==> src/rtl/step_pkg.sv <==
// step_pkg: step command codes and scheduler FSM states, shared with the display FSM.
package step_pkg;
  typedef enum logic [1:0] {CMD_HOLD = 2'b00, CMD_DOWN = 2'b01, CMD_UP = 2'b10, CMD_OFF = 2'b11} step_cmd_e;
  typedef enum logic [1:0] {IDLE = 2'b00, ISSUE = 2'b01, HOLDOFF = 2'b10} sched_state_e;
endpackage

==> src/rtl/tick_gen.sv <==
// tick_gen: base-tick prescaler and 2**rate_sel auto-run period counter.
module tick_gen #(
  parameter int DIV = 50_000_000
) (
  input  logic       CLOCK_50,
  input  logic       RESET_N,
  input  logic [1:0] rate_sel,
  output logic       tick,
  output logic       auto_fire
);
  localparam int CW = DIV > 1 ? $clog2(DIV) : 1;
  logic [CW-1:0] cnt;
  logic [2:0] per_cnt, per_last;
  logic [1:0] per_sel;
  logic wrap, fire;
  assign wrap = cnt == CW'(DIV - 1);
  assign per_last = 3'((4'd1 << per_sel) - 4'd1);
  assign fire = wrap && per_cnt == per_last;
  // rate_sel is only taken at a period wrap so a change never truncates the running period
  always_ff @(posedge CLOCK_50 or negedge RESET_N)
    if (!RESET_N) begin
      cnt       <= '0;
      per_cnt   <= '0;
      per_sel   <= '0;
      tick      <= 1'b0;
      auto_fire <= 1'b0;
    end else begin
      cnt       <= wrap ? '0 : cnt + 1'b1;
      per_cnt   <= fire ? '0 : wrap ? per_cnt + 1'b1 : per_cnt;
      per_sel   <= fire ? rate_sel : per_sel;
      tick      <= wrap;
      auto_fire <= fire;
    end
endmodule

==> src/rtl/step_scheduler.sv <==
// step_scheduler: arbitrates manual switch edges and auto-run into valid/ready step commands.
module step_scheduler
  import step_pkg::*;
#(
  parameter int DIV           = 50_000_000,
  parameter int HOLDOFF_TICKS = 3,
  parameter int SYNC_STAGES   = 2
) (
  input  logic       CLOCK_50,
  input  logic       RESET_N,
  input  logic       sw_up,
  input  logic       sw_down,
  input  logic       auto_en,
  input  logic       auto_dir,
  input  logic [1:0] rate_sel,
  input  logic       step_ready,
  output logic       step_valid,
  output logic [1:0] step_cmd,
  output logic       tick,
  output logic       grant_manual,
  output logic       overrun
);
  localparam int HW = HOLDOFF_TICKS > 1 ? $clog2(HOLDOFF_TICKS + 1) : 1;
  localparam logic [HW-1:0] HO_LAST = HW'(HOLDOFF_TICKS - 1);
  logic [SYNC_STAGES-1:0][5:0] sync_q;
  logic [1:0] rate_s;
  logic up_s, down_s, en_s, dir_s, up_d, down_d;
  logic rise, auto_fire, auto_req, grant_m, grant_a, man_q, pend;
  logic [HW-1:0] ho_cnt;
  step_cmd_e new_cmd, pend_cmd, cmd_q;
  sched_state_e state, state_d;
  assign {rate_s, dir_s, en_s, down_s, up_s} = sync_q[SYNC_STAGES-1];
  assign rise = (up_s & ~up_d) | (down_s & ~down_d);
  assign new_cmd = up_s & down_s ? CMD_OFF : up_s ? CMD_UP : CMD_DOWN;
  assign auto_req = auto_fire & en_s;
  tick_gen #(.DIV(DIV)) u_tick_gen (
    .CLOCK_50 (CLOCK_50),
    .RESET_N  (RESET_N),
    .rate_sel (rate_s),
    .tick     (tick),
    .auto_fire(auto_fire)
  );
  always_ff @(posedge CLOCK_50 or negedge RESET_N)
    if (!RESET_N) state <= IDLE;
    else state <= state_d;
  // manual always outranks auto; a pending manual edge also cuts the holdoff short
  always_comb begin
    state_d = state;
    grant_m = 1'b0;
    grant_a = 1'b0;
    case (state)
      IDLE: begin
        grant_m = pend;
        grant_a = ~pend & auto_req;
        state_d = pend | auto_req ? ISSUE : IDLE;
      end
      ISSUE: state_d = step_ready ? (man_q ? HOLDOFF : IDLE) : ISSUE;
      HOLDOFF: begin
        grant_m = pend;
        state_d = pend ? ISSUE : tick && ho_cnt == HO_LAST ? IDLE : HOLDOFF;
      end
      default: state_d = IDLE;
    endcase
  end
  always_comb begin
    step_valid   = state == ISSUE;
    step_cmd     = step_valid ? cmd_q : CMD_HOLD;
    grant_manual = step_valid & man_q;
  end
  // a fresh edge in the grant cycle stays pending rather than being swallowed by the clear
  always_ff @(posedge CLOCK_50 or negedge RESET_N)
    if (!RESET_N) begin
      sync_q   <= '0;
      up_d     <= 1'b0;
      down_d   <= 1'b0;
      pend     <= 1'b0;
      pend_cmd <= CMD_HOLD;
      cmd_q    <= CMD_HOLD;
      man_q    <= 1'b0;
      ho_cnt   <= '0;
      overrun  <= 1'b0;
    end else begin
      sync_q   <= {sync_q[SYNC_STAGES-2:0], {rate_sel, auto_dir, auto_en, sw_down, sw_up}};
      up_d     <= up_s;
      down_d   <= down_s;
      pend     <= rise | (pend & ~grant_m);
      pend_cmd <= rise ? new_cmd : pend_cmd;
      cmd_q    <= grant_m ? pend_cmd : grant_a ? (dir_s ? CMD_UP : CMD_DOWN) : cmd_q;
      man_q    <= grant_m | (man_q & ~grant_a);
      ho_cnt   <= state != HOLDOFF ? '0 : tick ? ho_cnt + 1'b1 : ho_cnt;
      overrun  <= overrun | (state == ISSUE & auto_req);
    end
endmodule
==> config.mk <==
export PLATFORM = sky130hd
export DESIGN_NAME = step_scheduler
export DESIGN_NICKNAME = d
export VERILOG_FILES = /design/src/rtl/step_pkg.sv /design/src/rtl/tick_gen.sv /design/src/rtl/step_scheduler.sv
export SDC_FILE = /design/constraint.sdc
export NUM_CORES = 1
export LEC_CHECK = 0
export ABC_AREA = 1
export CAP_MARGIN = 20
export CORE_MARGIN = 2
export CORE_UTILIZATION = 33
export CTS_BUF_LIST = sky130_fd_sc_hd__clkbuf_4
export DETAILED_ROUTE_END_ITERATION = 6
export GPL_TIMING_DRIVEN = 1
export HOLD_SLACK_MARGIN = 0.12
export PLACE_DENSITY = 0.46
export SYNTH_ARGS = -nofsm -noshare
export SYNTH_HDL_FRONTEND = slang
export SYNTH_HIERARCHICAL = 1
export SYNTH_SLANG_ARGS = --single-unit
export TNS_END_PERCENT = 50
==> constraint.sdc <==
create_clock -name CLOCK_50 -period 4.8 [get_ports CLOCK_50]
set_clock_uncertainty 0.15 [all_clocks]
set_input_delay 0.72 -clock CLOCK_50 [delete_from_list [all_inputs] [get_ports CLOCK_50]]
set_output_delay 0.72 -clock CLOCK_50 [all_outputs]
set_load 0.05 [all_outputs]
==> insert_results.sql <==
INSERT INTO impl_metrics (metric_group, metric, value, unit) VALUES
('outcome', 'run_status', 'finished clean', ''),
('synth', 'netlist.top_cell.by_area', 'dfrtp_1', ''),
('route', 'avgRoutedWirePerCell', '11.7', 'um'),
('global_routing', 'largest_net_degree_at_the_start_of_global_routing', '59', ''),
('setup_path', 'arrival', '1940', 'ps'),
('pwr', 'p_leak', '1.58', 'nW'),
('clocking', 'worst_skew_pair.late_latency', '400', 'ps'),
('sta', 'setup_tns', '0', 'ps'),
('route', 'wirelength', '5970', 'um'),
('die', 'design.core.area', '0.00830', 'mm^2'),
('sta', 'worst_slew_pin_slew', '756', 'ps'),
('setup_path', 'crit_path_max_fanout', '6', ''),
('sta', 'fmax', '0.356', 'GHz'),
('sta', 'setup_viol', '0', ''),
('clocking', 'clkTransAtPathRegs', '110', 'ps'),
('pwr', 'totalPowerFinal', '1.12', 'mW'),
('placed_design', 'port-buffer-count', '14', ''),
('setup_path', 'timing.critical_path.to_type', 'primary output', ''),
('global_routing', 'grt_antenna_before_repair', '0', ''),
('clocking', 'cts_inserted_buffers', '9', ''),
('route', 'post-route-drc-count', '0', ''),
('route', 'drt-initial-drc-count', '79', ''),
('synth', 'ys_seq_area_share', '50.7', '%'),
('global_routing', 'globalRouteTotalUtil', '14.1', '%'),
('setup_path', 'req_time_crit_path', '3930', 'ps'),
('route', 'first_pass_iters', '4', ''),
('synth', 'synthDominantCellAreaShare', '50.7', '%'),
('placed_design', 'place.detailed.hpwl', '4280', 'um'),
('setup_path', 'critPathKind', 'flip-flop to primary output', ''),
('die', 'dieWidth', '97.1', 'um'),
('placed_design', 'gpl.final_weighted_congestion', '0.855', ''),
('global_routing', 'grt_remaining_overflow', '0', ''),
('pwr', 'power-per-cell-area', '344', 'mW/mm^2'),
('global_routing', 'grt_first_pass_wirelength', '10600', 'um'),
('sta', 'setup_repair_after_global_routing_missed_its_margin', 'no', ''),
('clocking', 'cts_resized', '0', ''),
('clocking', 'cts_hold_buffers', '0', ''),
('die', 'row_count', '33', ''),
('synth', 'synthesis.nets', '389', ''),
('die', 'initial_core_utilization', '34.5', '%'),
('synth', 'synthTopCellsByCount', 'nand2_1, nor2_1, dfrtp_1', ''),
('hold_path', 'hp-class', 'flip-flop to flip-flop', ''),
('clocking', 'root_buffer_master', 'clkbuf_4', ''),
('die', 'top_level_ports', '15', ''),
('layout', 'drive_above_1_share', '6.90', '%'),
('clocking', 'tritoncts', 'built', ''),
('synth', 'synth-edff-count', '0', ''),
('synth', 'number_of_instances_in_the_synthesized_netlist', '377', ''),
('layout', 'finalNetCount', '413', ''),
('layout', 'synthToLayoutAreaGrowth', '14.4', '%'),
('sta', 'timing.final.crit_period', '2810', 'ps'),
('synth', 'number_of_distinct_library_cell_variants_in_the_gate_level_netlist_after_synthesis', '25', ''),
('synth', 'async_flop_share', '100', '%'),
('clocking', 'clock_sink_count', '58', ''),
('layout', 'filler_cell_count', '866', ''),
('synth', 'syn-cell-area', '0.00286', 'mm^2'),
('synth', 'synth_seq_cells', '58', ''),
('layout', 'diodes', '0', ''),
('synth', 'avgSynthCellArea', '7.59', 'um^2'),
('die', 'die-height', '97.1', 'um'),
('clocking', 'post_cts.repair.setup_buffers', '0', ''),
('die', 'die_area', '0.00943', 'mm^2'),
('pwr', 'vdd_ir_drop_max', '0.000139', 'V'),
('sta', 'timing.final.max_slew_violations', '0', ''),
('route', 'vias_per_cell', '4.43', ''),
('clocking', 'cts-root-to-sink-buffers', '2', ''),
('setup_path', 'worst_setup_path_start_kind', 'flip-flop', ''),
('sta', 'timing.max_slew.rel_slack', '49.6', '%'),
('clocking', 'htree_levels', '3', ''),
('route', 'via_count', '2265', ''),
('synth', 'synthesis.yosys.warnings', '6', ''),
('sta', 'fin_crit_sh', '58.5', '%'),
('synth', 'synth.most_common_cell', 'nand2_1', ''),
('synth', 'synthTopCellsByArea', 'dfrtp_1, nand2_1, nor2_1', ''),
('synth', 'ys_dominant_reg_cell', 'dfrtp_1', ''),
('route', 'post_detailed_route_count_of_antenna_violating_nets', '0', ''),
('sta', 'timing_hold_violations_final', '0', ''),
('global_routing', 'via_count_of_the_first_global_routing_pass', '2192', ''),
('flow_run', 'max_cap_viol_count', '0', '');
-- area by class of cell --
type,count,area (um^2),area share [%]
Multi-Input combinational cell,266,1200,36.7
Inverter,51,191,5.85
Clock inverter,6,81.3,2.48
Sequential cell,58,1450,44.3
Tap cell,105,131,4.01
Timing Repair Buffer,15,143,4.36
Clock buffer,10,75.1,2.29
-- cell families after synthesis --
| logic type | count (synthesis) | synth area share, % |
|---|---|---|
| buf+inv | 53 | 7.35 |
| flops | 58 | 50.7 |
| compound gates | 10 | 2.10 |
| simple gates | 240 | 34.5 |
| fa+ha+maj | 3 | 1.31 |
| xor+xnor | 13 | 3.98 |
-- power breakdown --
part           leakage [nW]  internal, mW  switching [mW]
registers             0.746         0.515          0.0171
logic                 0.752        0.0607           0.131
clock network        0.0854         0.214           0.187
-- critical path, cell delays in order (launching register included) --
cell             delay [ps]
dfrtp_1                 380
inv_1                    70
nand2_1                 130
nor2_1                  160
clkdlybuf4s50_1         820
-- state kept, by name, summed over array words and instances, names as in the netlist, 2 cells and up --
| register | cells |
|---|---|
| state | 2 |
| u_tick_gen/per_cnt | 3 |
| cmd_q | 2 |
| ho_cnt | 2 |
| pend_cmd | 2 |
| rate_s | 2 |
| u_tick_gen/per_sel | 2 |
| u_tick_gen/cnt | 26 |
| sync_q | 7 |
-- worst paths after layout --
path / startpoint / to / slack [ps] / depth (start not counted)
max: state[1] / grant_manual / 1990 / 4
min: sync_q[2] / en_s / 190 / 0
max reg2reg: u_tick_gen/cnt[0] / u_tick_gen/per_cnt[0] / 2700 / 10
min reg2reg: sync_q[2] / en_s / 190 / 0
max in group asynchronous: RESET_N / sync_q[2] / 3680 / 2
min in group asynchronous: RESET_N / up_d / 320 / 2
-- per-stage QoR --
stage	area [um^2]	utilization, %	hold WS, ps	setup slack [ps]	std cells
finish	3270	39.4	191	1990	511
global route	3270	39.4	209	1850	511
CTS	3270	39.4	193	1950	511
detailed placement	3120	37.6	185	2400	495
global placement	3120	37.6	181	2430	495
floorplan	2860	-	181	2720	377
-- placed cells by master (no fill, tap or decap), types with 3 or more instances in the layout --
cell,count
nor2_1,81
dfrtp_1,58
clkdlybuf4s50_1,13
xnor2_1,6
clkbuf_4,10
nand3_1,27
o21ai_0,4
nor3_1,3
inv_1,50
xor2_1,7
ha_1,3
nor2_2,4
nand2_1,115
nand2_2,3
-- routing by layer --
metal / track usage [%] / up-vias / share of wire (%)
li1: - / 1200 / -
met1: 18.0 / 1034 / 50
met2: 22.5 / 25 / 46
met3: 5.25 / 6 / 2.8
met4: 3.58 / 0 / 1.3
met5: 0 / - / 0
Note: power is estimated with default switching activity, not from simulation.
